`src/rtl/note_slot_allocator.sv`:
```
// Note buffer slot controller: hands free slots to incoming chart notes, retires
// slots on match or expiry, and reports expired notes as single miss events.
module note_slot_cell #(
    parameter int TIME_W = 16
) (
    input  logic              clk,
    input  logic              rst_n,
    input  logic              set,
    input  logic              clr,
    input  logic [TIME_W-1:0] set_time,
    output logic              busy,
    output logic [TIME_W-1:0] tstamp
);
    always_ff @(posedge clk) begin
        if (!rst_n)   busy <= 1'b0;
        else if (set) busy <= 1'b1;
        else if (clr) busy <= 1'b0;
    end

    always_ff @(posedge clk) begin
        if (set) tstamp <= set_time;
    end
endmodule

module note_slot_allocator #(
    parameter  int NUM_SLOTS   = 37,
    parameter  int TIME_W      = 16,
    parameter  int MISS_WINDOW = 8,
    localparam int IDX_W       = $clog2(NUM_SLOTS),
    localparam int CNT_W       = $clog2(NUM_SLOTS + 1)
) (
    input  logic                 clk,
    input  logic                 rst_n,
    input  logic [TIME_W-1:0]    song_time,
    input  logic                 note_valid,
    output logic                 note_ready,
    input  logic [TIME_W-1:0]    note_time,
    input  logic [4:0]           note_fret,
    input  logic [NUM_SLOTS-1:0] match_trigger,
    output logic [NUM_SLOTS-1:0] slot_load,
    output logic [TIME_W-1:0]    slot_time,
    output logic [4:0]           slot_fret,
    output logic [NUM_SLOTS-1:0] slot_busy,
    output logic                 miss_en,
    output logic [IDX_W-1:0]     miss_slot,
    output logic [TIME_W-1:0]    miss_time,
    output logic [CNT_W-1:0]     free_count
);
    logic [NUM_SLOTS-1:0]             busy, alloc_oh, match_clr, expire_oh, busy_nxt;
    logic [NUM_SLOTS-1:0][TIME_W-1:0] tstamp;
    logic [IDX_W-1:0]                 ptr;
    logic [TIME_W-1:0]                age;
    logic                             accept, expire;

    assign note_ready = rst_n && (busy != '1);
    assign accept     = note_valid && note_ready;
    // Isolate the lowest clear bit of busy; chosen from pre-update occupancy,
    // so a slot retired this cycle only becomes eligible next cycle.
    assign alloc_oh   = accept ? (~busy & (busy + NUM_SLOTS'(1))) : '0;
    assign match_clr  = match_trigger & busy;

    // Signed difference keeps the lateness test correct across song_time wrap.
    assign age        = song_time - tstamp[ptr];
    assign expire     = busy[ptr] && !match_trigger[ptr] &&
                        ($signed(age) > $signed(TIME_W'(MISS_WINDOW)));
    assign expire_oh  = expire ? (NUM_SLOTS'(1) << ptr) : '0;
    assign busy_nxt   = (busy & ~match_clr & ~expire_oh) | alloc_oh;
    assign slot_busy  = busy;

    for (genvar i = 0; i < NUM_SLOTS; i++) begin : g_slot
        note_slot_cell #(.TIME_W(TIME_W)) u_cell (
            .clk      (clk),
            .rst_n    (rst_n),
            .set      (alloc_oh[i]),
            .clr      (match_clr[i] | expire_oh[i]),
            .set_time (note_time),
            .busy     (busy[i]),
            .tstamp   (tstamp[i])
        );
    end

    always_ff @(posedge clk) begin
        if (!rst_n) begin
            ptr        <= '0;
            slot_load  <= '0;
            slot_time  <= '0;
            slot_fret  <= '0;
            miss_en    <= 1'b0;
            miss_slot  <= '0;
            miss_time  <= '0;
            free_count <= CNT_W'(NUM_SLOTS);
        end else begin
            ptr       <= (ptr == IDX_W'(NUM_SLOTS - 1)) ? '0 : ptr + IDX_W'(1);
            slot_load <= alloc_oh;
            if (accept) begin
                slot_time <= note_time;
                slot_fret <= note_fret;
            end
            miss_en <= expire;
            if (expire) begin
                miss_slot <= ptr;
                miss_time <= tstamp[ptr];
            end
            free_count <= CNT_W'(NUM_SLOTS - $countones(busy_nxt));
        end
    end
endmodule

```
`config.mk`:
```
export PLATFORM = sky130hd
export DESIGN_NAME = note_slot_allocator
export DESIGN_NICKNAME = d
export VERILOG_FILES = /design/src/rtl/note_slot_allocator.sv
export SDC_FILE = /design/constraint.sdc
export NUM_CORES = 1
export LEC_CHECK = 0
export CAP_MARGIN = 20
export CORE_MARGIN = 2
export CORE_UTILIZATION = 30
export DETAILED_ROUTE_END_ITERATION = 7
export MAX_ROUTING_LAYER = met4
export PLACE_DENSITY = 0.54
export SYNTH_ARGS = -nofsm -noshare
export SYNTH_HDL_FRONTEND = slang
export SYNTH_SLANG_ARGS = --single-unit
export TNS_END_PERCENT = 20
```
`constraint.sdc`:
```
create_clock -name clk -period 26.9 [get_ports clk]
set_clock_uncertainty 0.1 [all_clocks]
set_input_delay 2.69 -clock clk [delete_from_list [all_inputs] [get_ports clk]]
set_output_delay 2.69 -clock clk [all_outputs]
set_load 0.01 [all_outputs]
```
# Word level (Yosys, flattened, before mapping)
# Index checks and enable logic that the tools add are counted.
# op_classes
n_bitwise	46
magnitude_cmp	2
add_sub_neg	40
n_reduce_logical	43
shifts	1
n_eq_ne	2
n_mux	82
# op_table
op	n
$and 37x37->37	4
$not 37->37	3
$bmux 16 s6	1
$mux 1	76
$mux 37	2
$reduce_bool 2->1	37
$add 37x1->37 const B	1
$ne 37x37->1 const B	1
$or 1x1->1	37
$or 37x37->37	1
$shl 1x6->37 const A	1
$add 1x1->2	18
$add 2x2->3	9
$add 3x3->4	4
$gt 16x5->1 const B	1
$mux 16	1
$sub 16x16->16	1
$bmux 1 s6	2
$add 4x4->5	2
$lt 6x7->1 const B	1
$add 5x5->6	1
$add 6x1->6 const B	1
$add 6x4->6	1
$eq 6x6->1 const B	1
other kinds (6)	9
# totals
reg_bits	722
out_inout_bits	125

# Depth between registers and ports, before layout
# logic_depth
ltp_word	16
depth_mapped	43

# Modules after synthesis
# From an unflattened synthesis, not the netlist that was laid out.
# unflattened
cells_unflattened	1871
area_unflattened_um2	31072.3
# modules_own_cells
mod	n_inst	cells_per_inst	area_per_inst_um2
note_slot_cell	37	19	521.8
note_slot_allocator	1	1168	11767.5

# Worst setup path before layout
# Ideal clock, no wire load.
# synth_timing
path_type	input port to flip-flop
start	input port note_valid
end	register free_count[5]
path_slack_ps	16314
t_arrival_ps	10356
stages	23
cell_sequence	and3_1 > nand3_1 > nor3b_2 > nand4_1 > nor4_1 > nor3b_1 > a21oi_1 > fa_1 > ha_1 > fa_1 > fa_1 > inv_1 > fa_1 > fa_1 > fa_1 > inv_1 > fa_1 > inv_1 > ha_1 > a21o_1 > a21oi_1 > xnor2_1 > nand2_1
# synth_between
word_cells_on_any_way	40
cone_classes	add/sub (37); mux (1); bitwise (1); reduce/logical (1)
# synth_lines
element	line_no	text
from (decl)	35	input logic note_valid,
$logic_and 1x1->1	56	assign accept = note_valid && note_ready;
$mux 37	59	assign alloc_oh = accept ? (~busy & (busy + NUM_SLOTS'(1))) : '0;
named net g_slot[33].u_cell.set	8	input logic set,
$or 37x37->37	67	assign busy_nxt = (busy & ~match_clr & ~expire_oh) | alloc_oh;
$add 1x1->2 (implied by the code)	104	free_count <= CNT_W'(NUM_SLOTS - $countones(busy_nxt));
$add 2x2->3 (implied by the code)	104	
$add 3x1->4 (implied by the code)	104	
$add 6x4->6 (implied by the code)	104	
$sub 6x6->6	104	
to (signal assigned)	91	free_count <= CNT_W'(NUM_SLOTS);
to (signal assigned)	104	
to (decl)	47	output logic [CNT_W-1:0] free_count
# The timed path passes the listed nets, and every way through them passes these cells.
# A chain may end at the register's enable or synchronous reset.

# Worst setup path in the final report
# layout_timing
start	register ptr[0]
end	register free_count[5]
# layout_between
elab_chain_len	16
word_cells_on_any_way	53
cone_classes	add/sub (38); order compare (1); shift (1); mux (7); bitwise (3); reduce/logical (3)
# layout_rtl
element	line_no	text
from (decl)	51	logic [IDX_W-1:0] ptr;
from (signal assigned)	93	ptr <= (ptr == IDX_W'(NUM_SLOTS - 1)) ? '0 : ptr + IDX_W'(1);
$bmux 16 s6 or $bmux 1 s6 (tied branches)	63, 64	
$mux 16 (implied by the code) or $mux 1 (tied branches)	63, 64	
$sub 16x16->16 or $logic_not 1->1 (tied branches)	63, 64	
$gt 16x5->1 or $logic_and 1x1->1 (tied branches)	65, 64	
$logic_and 1x1->1	64	assign expire = busy[ptr] && !match_trigger[ptr] &&
$mux 37 (*)	66	assign expire_oh = expire ? (NUM_SLOTS'(1) << ptr) : '0;
$not 37->37 (*)	67	
$and 37x37->37 (*)	67	
$or 37x37->37 (*)	67	
$add 1x1->2 (implied by the code)	104	
$add 2x2->3 (implied by the code)	104	
$add 3x3->4 (implied by the code)	104	
$add 4x4->5 (implied by the code)	104	
$add 5x5->6 (implied by the code)	104	
$add 6x4->6 (implied by the code) (*)	104	
$sub 6x6->6 (*)	104	
# Mark *: on every way between the ends. The rest lies on a longest branch, timed or not. The select of a mux whose other input is x is not followed.

==> summary by stage <==
Status
The run finished with clean final reports.

Pwr
The sequential power share is roughly 49%. The internal power contribution is 1.91 mW. In this run, the combinational gates consume 8.9% of the power. The net switching power is 580 uW.

After layout, the design draws a total of roughly 2.5 mW. Per report_power, the clock group accounts for 42.0% of the total. The fraction of power spent switching nets is 23.3%. Across the VDD grid, the largest voltage drop is 0.0441 mV. Summed over all cells, the static leakage comes to ~12 nW. For this design the ratio of total power to cell area is roughly 67 mW/mm^2.

Drt
The count of nets left with antenna violations after detail routing is 0. The detailed-route via count is ~18000. In the routed layout, each cell is associated on average with a via count of 5.12. The routed length per instance is 25.7 um. After the first detailed-routing iteration, the DRC count stood at 1707. The aggregate routed wire length is 90.1 mm. The detailed-router iteration count before antenna repair is 5. The DRC violation count after routing is 0.

Die
The die boundary width is 326 um. The number of cell rows is 118. The overall die height is about 330 um. The core footprint is 0.103 sq mm. The number of ports placed on the die boundary is 202. The initial cell density of the core is between 30 and 40%. The total die area is 0.107 sq mm.

STA
The final-report max-slew violation count is 0. Static timing analysis puts the maximum clock frequency at about 85 MHz. Subtracting the final worst setup slack from the clock period gives 11.70 ns. Dividing the final minimum period by the clock period gives a little over two fifths. The slew at the pin closest to its max-slew limit is 1.12 ns. Measured against its own limit, the worst slew margin works out to between 20 and 30%. The hold slack is roughly 0.36 ns. The number of endpoints failing setup at the final stage is 0. The number of hold-slack violations in the final timing report came to 0. The final setup TNS is 0 ns. Setup repair after global routing left no endpoint under its margin.

Synthesis
The post-synthesis sequential element count is slightly above 700. The largest area contributor in the netlist is sky130_fd_sc_hd__edfxtp_1. After synthesis, flip-flops and latches occupy roughly two thirds of the total area. Of all flip-flops after synthesis, the portion carrying an async set or reset was 0%. The gate count after technology mapping is around 1900. Yosys attributes the largest share of cell area to sky130_fd_sc_hd__edfxtp_1 57%, sky130_fd_sc_hd__mux4_2 14%, sky130_fd_sc_hd__dfxtp_1 8.3%, sky130_fd_sc_hd__ha_1 2.1%, sky130_fd_sc_hd__fa_1 2.0%. The most used flip-flop cell after synthesis is sky130_fd_sc_hd__edfxtp_1. The post-synthesis cell type count is between 80 and 90. Yosys mapped a number of flops with a built-in enable equal to between 500 and 600.

Averaged over all synthesized cells, the footprint is 16.7 sq um. The number of warning messages in the yosys log is 0. When the netlist entered floorplanning its net count stood at ~2000. Summed over its instances, the top area cell type makes up 57.0% of the synthesized netlist area. The summed instance area of the synthesized netlist is 0.0312 sq mm.

CTS
The post-CTS resize count is 0. Clock-pin slew was measured on the worst setup and hold paths at 0.06 ns. TritonCTS built the clock tree. The maximum level of the CTS H-tree is 3. Buffers inserted during clock tree synthesis total 78. The cell sitting at the root of the clock tree is a sky130_fd_sc_hd__clkbuf_16. The worst-case clock buffer depth is 3. The clock sink count is 722. The later pin in the worst-skew pair is clocked with a latency of 0.64 ns.

The buffer count from post-CTS setup fixing is 0. The cts-stage hold buffer count is 0.

Global route
The largest net degree at the start of global routing is 150. The first-pass GRT wire length is 131 mm. The all-layer global routing usage is 17.3%. The number of global-route vias before repair was 18557. The overall overflow remaining after global route is 0. The number of antenna violations at the first check in global routing is 1.

Worst setup path
Among all stages on the critical path, the largest delay is contributed by sky130_fd_sc_hd__dfxtp_4. The launching element type of the critical path is a flip-flop. The largest fanout on the critical path is 95. The data arrival time of the critical path is 12.09 ns. The required time at the endpoint of the critical path is 27.29 ns.

The endpoint identified for the worst register-to-register timing path is free_count[5]$_SDFF_PN1_. The start of the worst register-to-register path is ptr[0]$_SDFF_PP0_. The type of the worst setup path is flip-flop to flip-flop. The start point of the critical path is ptr[0]$_SDFF_PP0_. The most numerous cell on the critical path is sky130_fd_sc_hd__fa_1. Counting cells, the worst reg-to-reg path comes to 33.

The register-to-register setup slack is 15.20 ns. The nature of the critical path endpoint is a flip-flop. The largest single stage delay on the critical path is 0.80 ns.

Hold path
The hold path endpoint is slot_time[4]$_SDFFE_PN0P_. Counting instances, the worst hold path has a depth of 2. The startpoint identified for the worst hold timing path is slot_time[4]$_SDFFE_PN0P_. The worst min-delay path category is flip-flop to flip-flop.

Job
The tool flagged a number of max-cap violations equal to 0.

Place
The final weighted congestion of routability-driven global placement is between 0.8 and 0.9. The placed wire-length estimate after detailed placement is 56.2 mm. Port buffering added 201 buffers. The area after detailed placement is between 0.03 and 0.04 sq mm.

Final layout
The area growth from synthesis to layout is 19.6%. The storage element area is 0.0204 sq mm. The number of nets at the end of the flow is 2229. In the final layout, the multi-input gates occupy around 0.0099 sq mm. The filler cells instantiated in the layout total 9688. The finished cells cover 0.0373 sq mm.

Cells with a size suffix above 1 make up 20.4% of the layout.
## through the flow
step	cells	setup slack (ns)	util, %
floorplan	1869	16.31	-
global placement	3368	15.24	33.7
detailed placement	3368	15.15	33.7
CTS	3509	15.14	36.1
global route	3509	14.50	36.1
finish	3510	15.20	36.1
## registers in the layout (all words and copies together), names as in the netlist
register and cells:
miss_en 1, slot_load 37, g_slot.u_cell.busy 37, g_slot.u_cell.tstamp 592, slot_time 16, miss_slot 6, miss_time 16, ptr 6
free_count 6, slot_fret 5
## power by group through the flow
stage          logic [mW]  clock network, mW  registers, mW
3_5_place_dp        0.222                  0           1.24
6_report            0.221               1.05           1.22
3_3_place_gp        0.220                  0           1.24
4_1_cts             0.223               1.07           1.22
5_1_grt             0.237               1.11           1.22
2_1_floorplan       0.134                  0           1.24
## Yosys cell counts, drive strengths merged, types with 6 or more instances
cell    number
nor3b       13
and3        13
o21ai       44
o311a       11
nor2        65
nor4        12
nand2b      11
dfxtp      130
a31oi        6
a21oi       62
nor2b       22
o22ai       13
a211oi      29
edfxtp     592
inv         95
buf         94
nand2       81
nand4       11
nand3       23
mux4       190
a22oi       17
mux2i       33
o22a        13
a21o        13
fa          31
ha          53
and2         9
clkbuf      42
or3          7
o31ai       17
nor3        40
or2          6
## cells in the final DEF (no fill, tap or decap), types with 17 or more instances in the layout
cell type and instances:
sky130_fd_sc_hd__clkdlybuf4s50_1 200, sky130_fd_sc_hd__nor2_1 56, sky130_fd_sc_hd__edfxtp_1 592, sky130_fd_sc_hd__a22oi_1 17, sky130_fd_sc_hd__clkbuf_16 80, sky130_fd_sc_hd__nand2_1 80, sky130_fd_sc_hd__ha_1 53, sky130_fd_sc_hd__nor3_1 26
sky130_fd_sc_hd__buf_4 52, sky130_fd_sc_hd__fa_1 31, sky130_fd_sc_hd__dfxtp_1 126, sky130_fd_sc_hd__mux2i_1 33, sky130_fd_sc_hd__o31ai_1 17, sky130_fd_sc_hd__o21ai_0 33, sky130_fd_sc_hd__nor2b_1 21, sky130_fd_sc_hd__mux4_2 190
sky130_fd_sc_hd__nand3_1 23, sky130_fd_sc_hd__a211oi_2 19, sky130_fd_sc_hd__clkbuf_1 19, sky130_fd_sc_hd__a21oi_1 61, sky130_fd_sc_hd__inv_1 95
## critical path, delay by kind of cell, from the launching register on
| kind | cells | cell delay [ns] |
|---|---|---|
| AO/OA/AOI/OAI | 7 | 1.75 |
| XOR/XNOR | 1 | 0.13 |
| adder cells (fa/ha/maj) | 11 | 4.65 |
| buffers and inverters | 6 | 1.14 |
| flip-flops | 1 | 0.80 |
| multiplexers | 4 | 1.53 |
| AND/OR/NAND/NOR | 4 | 1.34 |
## area by class of cell
| type | instances | area share (%) |
|---|---|---|
| timing repair buffer | 255 | 6.54 |
| sequential | 722 | 54.7 |
| clock buffer | 100 | 5.60 |
| inverter | 96 | 0.966 |
| multi-input combinational | 915 | 26.5 |
| antenna | 1 | 0.00671 |
| tap | 1380 | 4.63 |
| clock inverter | 41 | 1.04 |
## worst max-delay path by stage
stage / endpoint / slack, ns / depth (start not counted)
CTS: free_count[5]$_SDFF_PN1_ / 15.14 / 33
detailed placement: free_count[5]$_SDFF_PN1_ / 15.15 / 33
global placement: free_count[5]$_SDFF_PN1_ / 15.24 / 33
finish: free_count[5]$_SDFF_PN1_ / 15.20 / 33
global route: free_count[5]$_SDFF_PN1_ / 14.50 / 33
floorplan: free_count[5]$_SDFF_PN1_ / 16.31 / 23
## logic make-up (layout without fill, tap and decap cells)
group,count (synthesis),count (layout),share of synthesized area [%]
DFF,722,722,65.3
and+or+nand+nor,332,332,5.65
AOI/OAI and AO/OA,266,266,6.26
buffers and inverters,232,492,3.54
muxes,224,224,14.8
adders and majority gates,84,84,4.12
xor gates and xnor gates,9,9,0.277
other,0,1,0
## per-layer routing
layer | up-vias | GRT usage [%] | part of all wire [%]
met5 | - | - | 0
met4 | 0 | 5.25 | 2.6
met3 | 123 | 3.21 | 6.2
met2 | 613 | 27.5 | 48
met1 | 9464 | 22.4 | 43
li1 | 7776 | - | -
(Power assumes the default switching activity.)
